**config.mk**
```make
export PLATFORM = sky130hd
export DESIGN_NAME = rr_quantum_arbiter
export DESIGN_NICKNAME = d
export VERILOG_FILES = /design/src/rtl/rr_quantum_arbiter.sv
export SDC_FILE = /design/constraint.sdc
export NUM_CORES = 1
export LEC_CHECK = 0
export ABC_CLOCK_PERIOD_IN_PS = 3000
export BUFFER_PORTS_ARGS = -buffer_cell sky130_fd_sc_hd__buf_2
export CAP_MARGIN = 20
export CORE_MARGIN = 1
export CORE_UTILIZATION = 40
export DETAILED_ROUTE_END_ITERATION = 10
export PLACE_DENSITY = 0.62
export SLEW_MARGIN = 20
export SYNTH_ARGS = -nofsm -noshare
export SYNTH_HDL_FRONTEND = slang
export SYNTH_SLANG_ARGS = --single-unit
export TNS_END_PERCENT = 20
```
**constraint.sdc**
```tcl
create_clock -name in_clk -period 3 [get_ports in_clk]
set_clock_uncertainty 0.1 [all_clocks]
set_input_delay 0.45 -clock in_clk [delete_from_list [all_inputs] [get_ports in_clk]]
set_output_delay 0.45 -clock in_clk [all_outputs]
set_load 0.02 [all_outputs]
```
**src/rtl/rr_quantum_arbiter.sv**
```systemverilog
// Round-robin arbiter: one-hot + encoded grant, per-requester mask, zero-gap handoff.
// Optional time-quantum preemption when RR_QUANTUM_PREEMPT_EN is defined.
module rr_quantum_arbiter #(
  parameter int unsigned WIDTH   = 4,
  parameter int unsigned QUANTUM = 8,
  parameter int unsigned IDXW    = $clog2(WIDTH),
  parameter int unsigned CNTW    = $clog2(QUANTUM + 1)
) (
  input  logic             in_clk,
  input  logic             in_reset,
  input  logic [WIDTH-1:0] in_request,
  input  logic [WIDTH-1:0] in_mask,
  output logic [WIDTH-1:0] out_grant,
  output logic [IDXW-1:0]  out_grant_idx,
  output logic             out_valid,
  output logic             out_preempt
);

  localparam int unsigned DW = 2 * WIDTH;

  typedef enum logic {
    S_IDLE = 1'b0,
    S_HOLD = 1'b1
  } state_t;

  if (WIDTH < 2 || QUANTUM < 1 || CNTW < 1) begin : g_bad_cfg
    $error("rr_quantum_arbiter: WIDTH must be >= 2 and QUANTUM >= 1");
  end

  state_t           r_state;
  logic [WIDTH-1:0] r_grant;
  logic [WIDTH-1:0] r_base;
  logic [IDXW-1:0]  r_idx;
  logic             r_valid;

  state_t           w_next_state;
  logic [WIDTH-1:0] w_next_grant;
  logic [WIDTH-1:0] w_next_base;
  logic [IDXW-1:0]  w_next_idx;

  logic [WIDTH-1:0] w_req;
  logic [WIDTH-1:0] w_others;
  logic [WIDTH-1:0] w_rotl;
  logic [WIDTH-1:0] w_sel_base;
  logic [DW-1:0]    w_dreq;
  logic [DW-1:0]    w_ddiff;
  logic [DW-1:0]    w_dsel;
  logic [WIDTH-1:0] w_sel;

`ifdef RR_QUANTUM_PREEMPT_EN
  logic [CNTW-1:0]  r_cnt;
  logic             r_preempt;
  logic [CNTW-1:0]  w_next_cnt;
  logic             w_next_preempt;
`endif

  assign w_req    = in_request & in_mask;
  // Current grantee is excluded so a preemption always moves to someone else.
  assign w_others = w_req & ~r_grant;
  assign w_rotl   = {r_grant[WIDTH-2:0], r_grant[WIDTH-1]};

  assign w_sel_base = (r_state == S_HOLD) ? w_rotl : r_base;

  // First set bit at or above the base, wrapping, via double-width subtract-and-mask.
  assign w_dreq  = {w_others, w_others};
  assign w_ddiff = w_dreq - {{WIDTH{1'b0}}, w_sel_base};
  assign w_dsel  = w_dreq & ~w_ddiff;
  assign w_sel   = w_dsel[WIDTH-1:0] | w_dsel[DW-1:WIDTH];

  always_comb begin
    w_next_state = r_state;
    w_next_grant = r_grant;
    w_next_base  = r_base;
`ifdef RR_QUANTUM_PREEMPT_EN
    w_next_cnt     = r_cnt;
    w_next_preempt = 1'b0;
`endif
    case (r_state)
      S_IDLE: begin
        w_next_grant = '0;
`ifdef RR_QUANTUM_PREEMPT_EN
        w_next_cnt = '0;
`endif
        if (w_req != '0) begin
          w_next_grant = w_sel;
          w_next_state = S_HOLD;
`ifdef RR_QUANTUM_PREEMPT_EN
          w_next_cnt = CNTW'(1);
`endif
        end
      end
      S_HOLD: begin
        if ((w_req & r_grant) == '0) begin
          w_next_base = w_rotl;
          if (w_others != '0) begin
            w_next_grant = w_sel;
`ifdef RR_QUANTUM_PREEMPT_EN
            w_next_cnt = CNTW'(1);
`endif
          end else begin
            w_next_grant = '0;
            w_next_state = S_IDLE;
`ifdef RR_QUANTUM_PREEMPT_EN
            w_next_cnt = '0;
`endif
          end
        end
`ifdef RR_QUANTUM_PREEMPT_EN
        else if (r_cnt == CNTW'(QUANTUM)) begin
          // Quantum spent: hand over if anyone waits, else restart the quantum.
          w_next_cnt = CNTW'(1);
          if (w_others != '0) begin
            w_next_base    = w_rotl;
            w_next_grant   = w_sel;
            w_next_preempt = 1'b1;
          end
        end else begin
          w_next_cnt = r_cnt + CNTW'(1);
        end
`endif
      end
      default: begin
        w_next_state = S_IDLE;
        w_next_grant = '0;
      end
    endcase
  end

  always_comb begin
    w_next_idx = '0;
    for (int i = 0; i < int'(WIDTH); i++) begin
      if (w_next_grant[i]) w_next_idx = w_next_idx | IDXW'(i);
    end
  end

  always_ff @(posedge in_clk or posedge in_reset) begin
    if (in_reset) begin
      r_state <= S_IDLE;
      r_grant <= '0;
      r_base  <= WIDTH'(1);
      r_idx   <= '0;
      r_valid <= 1'b0;
    end else begin
      r_state <= w_next_state;
      r_grant <= w_next_grant;
      r_base  <= w_next_base;
      r_idx   <= w_next_idx;
      r_valid <= (w_next_grant != '0);
    end
  end

`ifdef RR_QUANTUM_PREEMPT_EN
  always_ff @(posedge in_clk or posedge in_reset) begin
    if (in_reset) begin
      r_cnt     <= '0;
      r_preempt <= 1'b0;
    end else begin
      r_cnt     <= w_next_cnt;
      r_preempt <= w_next_preempt;
    end
  end

  assign out_preempt = r_preempt;
`else
  assign out_preempt = 1'b0;
`endif

  assign out_grant     = r_grant;
  assign out_grant_idx = r_idx;
  assign out_valid     = r_valid;

endmodule

```
======== Word level (Yosys, flattened, before mapping) ========
Cells that the tools add are included.
W data, S select, Z words.
word-level totals
  register bits after elaboration ......... 12
  input port bits ......................... 10
  output and inout bits ................... 8
  word-level logic and storage cells ...... 31
cells by class
  add/subtract/negate cells ............... 1
  muxes and demuxes ....................... 12
  bitwise gates (word level) .............. 8
  reductions and logical operators ........ 5
operator list
  kind                number
  $mux W4             4
  $and A4 B4 Y4       3
  $reduce_bool A4 Y1  3
  $and A8 B8 Y8       1
  $not A8 Y8          1
  $pmux W4 S2         1
  $sub A8 B4 Y8       1
  $logic_not A4 Y1    1
  $mux W1             4
  $mux W2             2
  $not A4 Y4          1
  $or A4 B4 Y4        1
  $pmux W1 S2         1
  $reduce_and A2 Y1   1
  $not A1 Y1          1

======== Logic depth before layout (Yosys ltp) ========
Gate-level depths: netlist of run 1.
  depth after elaboration ................. 12
  mapped depth ............................ 9
  gate-level depth less buffers ........... 8

======== Worst setup path after synthesis of run 1 ========
No wires, ideal clock.
  path kind ............................... register to register
  from .................................... register r_grant[0] (netlist: out_grant[0])
  to ...................................... register r_valid (netlist: out_valid)
  library setup time ...................... 0.139 ns
  arrival ................................. 2.255 ns
  required time ........................... 2.761 ns
  path slack .............................. 0.507 ns
  cell stages (with the launch flop) ...... 9
  buffers on the path ..................... 0
  clock period less this slack ............ 2.493 ns
  cells stage by stage .................... dfrtp_1 > and3b_1 > or2_2 > ha_1 > a21oi_2 > xnor2_1 > nand2_1 > a22o_1 > or4b_1
between the ends
  longest elaborated chain between the ends .. 10
  elaborated cells between the ends (all ways) .. 15
  classes of those cells .................. add/sub (1); mux (5); bitwise (6); reduce/logical (3)
ends and longest elaborated chain
  item                    line  RTL
  from (decl)             31    logic [WIDTH-1:0] r_grant;
  from (signal assigned)  145   r_grant <= w_next_grant;
  $not A4 Y4              59    assign w_others = w_req & ~r_grant;
  $and A4 B4 Y4           59
  $sub A8 B4 Y8           66    assign w_ddiff = w_dreq - {{WIDTH{1'b0}}, w_sel_base};
  $not A8 Y8              67    assign w_dsel = w_dreq & ~w_ddiff;
  $and A8 B8 Y8           67
  $or A4 B4 Y4            68    assign w_sel = w_dsel[WIDTH-1:0] | w_dsel[DW-1:WIDTH];
  $mux W4                 95    if (w_others != '0) begin
  $mux W4                 93    if ((w_req & r_grant) == '0) begin
  $pmux W4 S2 (*)         78    case (r_state)
  net w_next_grant[2]     37    logic [WIDTH-1:0] w_next_grant;
  $reduce_bool A4 Y1 (*)  148   r_valid <= (w_next_grant != '0);
  to (signal assigned)    148
  to (decl)               34    logic r_valid;
The timed path passes the listed nets; every way through them passes the cells marked *.
A chain may end at the register's enable or synchronous reset.

======== Worst setup path in the final report of run 1 ========
  from .................................... register r_state
  to ...................................... register r_valid (netlist: out_valid)
between the ends
  longest elaborated chain between the ends .. 9
  elaborated cells between the ends (all ways) .. 11
  classes of those cells .................. add/sub (1); mux (5); bitwise (4); reduce/logical (1)
ends and longest elaborated chain
  item                    line  RTL
  from (decl)             30    state_t r_state;
  from (signal assigned)  144   r_state <= w_next_state;
  $mux W4                 62    assign w_sel_base = (r_state == S_HOLD) ? w_rotl : r_base;
  $sub A8 B4 Y8           66
  $not A8 Y8              67
  $and A8 B8 Y8           67
  $or A4 B4 Y4            68
  $mux W4                 95
  $mux W4                 93
  $pmux W4 S2 (*)         78
  net w_next_grant[0]     37
  $reduce_bool A4 Y1 (*)  148
Marks and branches as above.

==> impl_metrics.env, run 1 <==
export IMPL_ys_warn_count=0
export IMPL_endpoint_kind="flop"
export IMPL_post_drt_wl_per_cell_microns=13.68
export IMPL_postSynthAreaPerCell_sq_um=10.27
export IMPL_dominantRegCellSynth="dfrtp_1"
export IMPL_power_per_cell_area_nw_per_um2=941.1
export IMPL_overflow=0
export IMPL_area_growth_syn_to_layout_pct=16.30
export IMPL_post_cts_buffers=0
export IMPL_cp_data_arrival_time_ns=2.59
export IMPL_cp_cell_sequence="mux2i_4, xor2_1, ha_1, a21oi_2, o21ai_1, o211ai_1, a22o_2, or4b_1"
export IMPL_period_minus_slack_ns=2.547
export IMPL_fin_util_pct=51.58
export IMPL_yosysMostFrequentCell="dfrtp_1"
export IMPL_synthArstFlopShare_pct=100.0
export IMPL_finalCritPeriodShare_pct=84.89
export IMPL_hp_class="in2async"
export IMPL_clockBufferDepth=2
export IMPL_crit_family="compound AO/OA/AOI/OAI gates"
export IMPL_clkTransAtPathRegs_ns=0.07
export IMPL_rsz0062_at_grt="no"
export IMPL_outcome="completed"
export IMPL_drive_gt1_share_pct=35.79
export IMPL_cts_sinks=12
export IMPL_initial_utilization_pct=44.35
export IMPL_numCtsBuffers=3
export IMPL_critPathMaxStageDelay_ns=0.54
export IMPL_start_kind="flop"
export IMPL_r2r_cells=8
export IMPL_layout_nets=109
export IMPL_yosysSeqAreaShare_pct=38.13
export IMPL_wl_microns=1642
export IMPL_grt_usage_pct=17.82
export IMPL_core_region_area_sq_um=1783
export IMPL_crit_path_max_fanout=6
export IMPL_finalSetupViolations=0
export IMPL_root_buffer="clkbuf_4"
export IMPL_synth_common_cells="11 x dfrtp_1, 10 x nand2_1, 5 x mux2_2, 4 x nor2_1"
export IMPL_grt_antenna_before_repair=0
export IMPL_dp_hpwl_microns=1294
export IMPL_dieArea_sq_um=2159
export IMPL_clock_latency_ns=0.27
export IMPL_postRouteAntennaNets=0
export IMPL_routed_via_density=5.283
export IMPL_syn_instance_count=77
export IMPL_yosysTopAreaCellShare_pct=34.81
export IMPL_synth_seq_cells=12
export IMPL_synth_area_leaders="dfrtp_1 35%, mux2_2 7.1%, ha_1 4.7%"
export IMPL_fmax_mhz=392.7
export IMPL_drt_iter0_drc=10
export IMPL_dr_pass1_iters=4
export IMPL_antenna_cells=0
export IMPL_synth_area_sq_um=790.8
export IMPL_drc=0
export IMPL_finalSetupTns_ns=0
export IMPL_io_pins=18
export IMPL_yosys_cell_types_count=37
export IMPL_cts_repair_resized=0
export IMPL_syn_nets=90
export IMPL_fp_dieW_microns=46.46
export IMPL_io_buffers=16
export IMPL_synth_edf_count=0
export IMPL_via_count=634
export IMPL_finalHoldViolCount=0
export IMPL_ir_drop_uv=551.8
export IMPL_cp_required_ns=3.05
export IMPL_grt_max_degree=13
export IMPL_grt_pass1_vias=598
export IMPL_critPathKind="reg2reg"
export IMPL_cts_tree="done"
export IMPL_cts_htree_levels=1
export IMPL_grt_pass1_wl_microns=2587
export IMPL_die_h_microns=46.46
export IMPL_rows=15
export IMPL_maxCapViolCount=0
export IMPL_hold_buffers=0
export IMPL_leakage_nw=0.4562
export IMPL_cp_slowest_cell="dfrtp_1"
export IMPL_path_depth=8
export IMPL_drv_slew=0
export IMPL_cp_num_buf_inv=0
export IMPL_synth_top_area_cell="dfrtp_1"
export IMPL_gp_congestion=0.7884
[per-stage QoR]
step           hold WS, ns  cell area (sq um)  power (W)  setup WS [ns]  instances
3_3_place_gp        0.3725              883.3  0.0007390         0.4636        116
5_1_grt            0.08384              919.6  0.0009322         0.2918        120
2_1_floorplan       0.2140              790.8  0.0006259         0.5067         77
4_1_cts            0.06072              919.6  0.0008731         0.4342        120
3_5_place_dp        0.3671              883.3  0.0007400         0.4516        116
6_report           0.06943              919.6  0.0008654         0.4534        120
[cell usage in the layout, fill, tap and decap left out, types with 2 or more instances in the layout]
| cell | n |
|---|---|
| buf_2 | 16 |
| dfrtp_1 | 11 |
| nand2_1 | 10 |
| mux2_2 | 5 |
| nor2_1 | 4 |
| mux2i_1 | 3 |
| inv_1 | 3 |
| nor3_1 | 3 |
| ha_1 | 3 |
| clkbuf_4 | 3 |
| nand3_1 | 2 |
| nand4_1 | 2 |
| xnor2_1 | 2 |
| a31oi_1 | 2 |
| o21ai_1 | 2 |
[cells by family (layout without fill, tap and decap cells)]
family | Yosys count | count (layout) | share of synthesized area, %
adders and majority gates | 3 | 3 | 4.747
and+or+nand+nor | 29 | 29 | 19.15
muxes | 9 | 9 | 13.77
AOI/OAI and AO/OA | 14 | 14 | 15.66
buffers and inverters | 6 | 24 | 4.746
other | 1 | 1 | 0.4742
DFF | 12 | 12 | 38.13
xor gates and xnor gates | 3 | 3 | 3.323
[metal layers]
metal / track usage [%] / vias to the layer above / part of all wire (%)
met1: 21.03 / 291 / 47
met5: 0 / - / 0
met4: 7.059 / 0 / 0.79
li1: - / 316 / -
met2: 29.44 / 25 / 47
met3: 5.882 / 2 / 5.5
[worst paths after layout]
| check | endpoint | slack [ns] | start |
|---|---|---|---|
| worst max-delay path | out_valid$_DFF_PP0_ | 0.45 | r_state$_DFF_PP0_ |
| worst min-delay path | out_grant_idx[1]$_DFF_PP0_ | 0.07 | in_reset |
| worst max register to register | out_valid$_DFF_PP0_ | 0.45 | r_state$_DFF_PP0_ |
| worst min register to register | r_base[2]$_DFFE_PP0P_ | 0.41 | r_base[2]$_DFFE_PP0P_ |
| max in group asynchronous | r_base[0]$_DFFE_PP1P_ | 2.39 | in_reset |
| min in group in_clk | r_state$_DFF_PP0_ | 0.34 | in_request[1] |
[flip-flops by register name, indices dropped and copies added, names as in the netlist]
| signal | count |
|---|---|
| r_base | 4 |
| out_grant | 4 |
| out_valid | 1 |
| r_state | 1 |
| out_grant_idx | 2 |
[final cells by class]
class,instances,area (sq um)
well taps,25,31.28
flip-flops and latches,12,301.5
inverters,3,11.26
repair buffers,17,87.58
fillers,170,863.3
clock buffers,4,36.28
multi-input cells,59,451.7
[where the power goes]
| part | internal [W] | total (W) | switching (W) |
|---|---|---|---|
| registers | 0.000231 | 0.000287 | 0.0000557 |
| logic | 0.000207 | 0.000452 | 0.000245 |
| clock network | 0.0000738 | 0.000127 | 0.0000530 |
| total | 0.000511 | 0.000865 | 0.000354 |
(Power assumes the default switching activity.)
==> run 2, diff against run 1 <==
--- a/config.mk
+++ b/config.mk
@@ -5,13 +5,13 @@
 export SDC_FILE = /design/constraint.sdc
 export NUM_CORES = 1
 export LEC_CHECK = 0
-export ABC_CLOCK_PERIOD_IN_PS = 3000
+export ABC_CLOCK_PERIOD_IN_PS = 2200
 export BUFFER_PORTS_ARGS = -buffer_cell sky130_fd_sc_hd__buf_2
 export CAP_MARGIN = 20
 export CORE_MARGIN = 1
 export CORE_UTILIZATION = 40
 export DETAILED_ROUTE_END_ITERATION = 10
-export PLACE_DENSITY = 0.62
+export PLACE_DENSITY = 0.64
 export SLEW_MARGIN = 20
 export SYNTH_ARGS = -nofsm -noshare
 export SYNTH_HDL_FRONTEND = slang
==> constraint.sdc (replaced) <==
create_clock -name in_clk -period 2.2 [get_ports in_clk]
set_clock_uncertainty 0.1 [all_clocks]
set_input_delay 0.33 -clock in_clk [delete_from_list [all_inputs] [get_ports in_clk]]
set_output_delay 0.33 -clock in_clk [all_outputs]
set_load 0.02 [all_outputs]
==> impl_metrics.env, run 2 (synthesized netlist as in run 1, its figures left out) <==
export IMPL_outcome="complete, but fails checks"
export IMPL_violations="setup timing"
export IMPL_final_cell_mix="22 x buf_4, 16 x buf_2, 10 x nand2_1"
export IMPL_postRouteAntennaNets=0
export IMPL_multi_input_area_sq_um=500.5
export IMPL_dp_hpwl_microns=1604
export IMPL_critPathKind="reg2reg"
export IMPL_finalCritPeriodShare_pct=105.6
export IMPL_power_per_cell_area_nw_per_um2=1268
export IMPL_die_h_microns=46.46
export IMPL_fp_dieW_microns=46.46
export IMPL_maxCapViolCount=0
export IMPL_regArea_sq_um=305.3
export IMPL_switchingPower_w=0.0005685
export IMPL_pwr_share_clk_pct=11.9
export IMPL_cts_sinks=12
export IMPL_grt_pass1_vias=683
export IMPL_rsz0062_at_grt="yes"
export IMPL_n_fill_cell=159
export IMPL_fin_ws_ns=-0.1221
export IMPL_place_ws_ns=-0.1552
export IMPL_io_buffers=16
export IMPL_numCtsBuffers=3
export IMPL_cp_data_arrival_time_ns=2.37
export IMPL_p_comb_share_pct=61.8
export IMPL_endpoint_kind="flop"
export IMPL_clkTransAtPathRegs_ns=0.07
export IMPL_p_total_w=0.001445
export IMPL_overflow=0
export IMPL_placed_cells=132
export IMPL_final_common_cell="buf_4"
export IMPL_area_growth_syn_to_layout_pct=44.15
export IMPL_post_drt_wl_per_cell_microns=14.49
export IMPL_dr_wl_met3_microns=115
export IMPL_drive_gt1_share_pct=54.70
export IMPL_hp_class="in2reg"
export IMPL_p_seq_share_pct=26.3
export IMPL_cts_htree_levels=1
export IMPL_initial_utilization_pct=44.35
export IMPL_drt_iter0_drc=15
export IMPL_fin_util_pct=63.93
export IMPL_grt_usage_pct=20.98
export IMPL_clockBufferDepth=2
export IMPL_grt_pass1_wl_microns=3049
export IMPL_fmax_mhz=430.6
export IMPL_wl_met1_microns=872
export IMPL_cp_required_ns=2.25
export IMPL_clock_latency_ns=0.27
export IMPL_core_region_area_sq_um=1783
export IMPL_dieArea_sq_um=2159
export IMPL_crit_path_max_fanout=4
export IMPL_cts_tree="done"
export IMPL_wl_met2_microns=1068
export IMPL_via_count=744
export IMPL_drv_slew=0
export IMPL_layout_nets=131
export IMPL_grt_antenna_before_repair=0
export IMPL_io_pins=18
export IMPL_stdcell_count=142
export IMPL_p_int_w=0.0008767
export IMPL_antenna_cells=0
export IMPL_finalSetupViolations=1
export IMPL_start_kind="flop"
export IMPL_leakage_nw=0.5672
export IMPL_switching_share_pct=39.34
export IMPL_finalSetupTns_ns=-0.1221
export IMPL_ir_drop_uv=773.7
export IMPL_root_buffer="clkbuf_4"
export IMPL_finalHoldViolCount=0
export IMPL_period_minus_slack_ns=2.322
export IMPL_routed_via_density=5.239
export IMPL_drc=0
export IMPL_top_layer="met3"
export IMPL_grt_max_degree=13
export IMPL_rows=15
export IMPL_gp_congestion=0.7706
export IMPL_wl_microns=2057
export IMPL_dr_pass1_iters=5
## run 2: changes by cell type in the layout (fill, tap and decap cells not counted), sizes merged
cell,previous run,this run
buf,17,38
dlygate4sd3,0,1
## run 2: final timing paths
| check | from | endpoint | slack [ns] | cells after the start |
|---|---|---|---|---|
| worst min-delay path | in_request[1] | r_state$_DFF_PP0_ | 0.26 | 3 |
| worst max-delay path | r_state$_DFF_PP0_ | out_valid$_DFF_PP0_ | -0.12 | 8 |
| min in group asynchronous | in_reset | out_grant[3]$_DFF_PP0_ | 0.50 | 3 |
| worst max register to register | r_state$_DFF_PP0_ | out_valid$_DFF_PP0_ | -0.12 | 8 |
| max in group asynchronous | in_reset | r_base[0]$_DFFE_PP1P_ | 1.16 | 3 |
| worst min register to register | r_base[2]$_DFFE_PP0P_ | r_base[2]$_DFFE_PP0P_ | 0.41 | 1 |
## run 2: power by group through the flow
stage / registers (W) / logic (W) / clock network [W]
after detailed placement: 0.000388 / 0.000755 / 0
after global placement: 0.000386 / 0.000743 / 0
after floorplan: 0.000451 / 0.000436 / 0
after global routing: 0.000391 / 0.000956 / 0.000193
after CTS: 0.000381 / 0.000829 / 0.000180
final: 0.000379 / 0.000894 / 0.000172
## run 2: final cells by class
class / instances / area share (%)
sequential: 12 / 26.78
clock buffer: 4 / 3.183
timing repair buffer: 39 / 22.39
multi-input combinational: 59 / 43.91
tap: 25 / 2.744
inverter: 3 / 0.9879
## run 2: worst max-delay path, stage by stage (launching register included)
cell and delay [ns]:
dfrtp_2 0.46, mux2i_4 0.28, xor2_2 0.21, ha_4 0.17
a21oi_4 0.04, o21ai_1 0.11, o211ai_1 0.10, a22o_2 0.22
or4b_1 0.51
## run 2: stage by stage
stage	instance area [sq um]	hold WS, ns
after global placement	1030	0.2481
after floorplan	820.8	0.09385
final	1140	0.2569
after detailed placement	1030	0.2646
after global routing	1140	0.2457
after CTS	1117	0.2462
## run 2: routing by layer
| metal | GRT usage, % | up-vias |
|---|---|---|
| li1 | - | 363 |
| met5 | 0 | - |
| met4 | 3.529 | 0 |
| met3 | 7.059 | 0 |
| met2 | 38.06 | 34 |
| met1 | 23.63 | 347 |
## run 2: what timing repair did
item	4_1_cts	5_1_grt
endpoints found under the setup margin	2	2
hold buffers	1	0
endpoints found under the hold margin	11	0
resized for setup	4	2
setup buffers	4	1
pin swaps	6	7
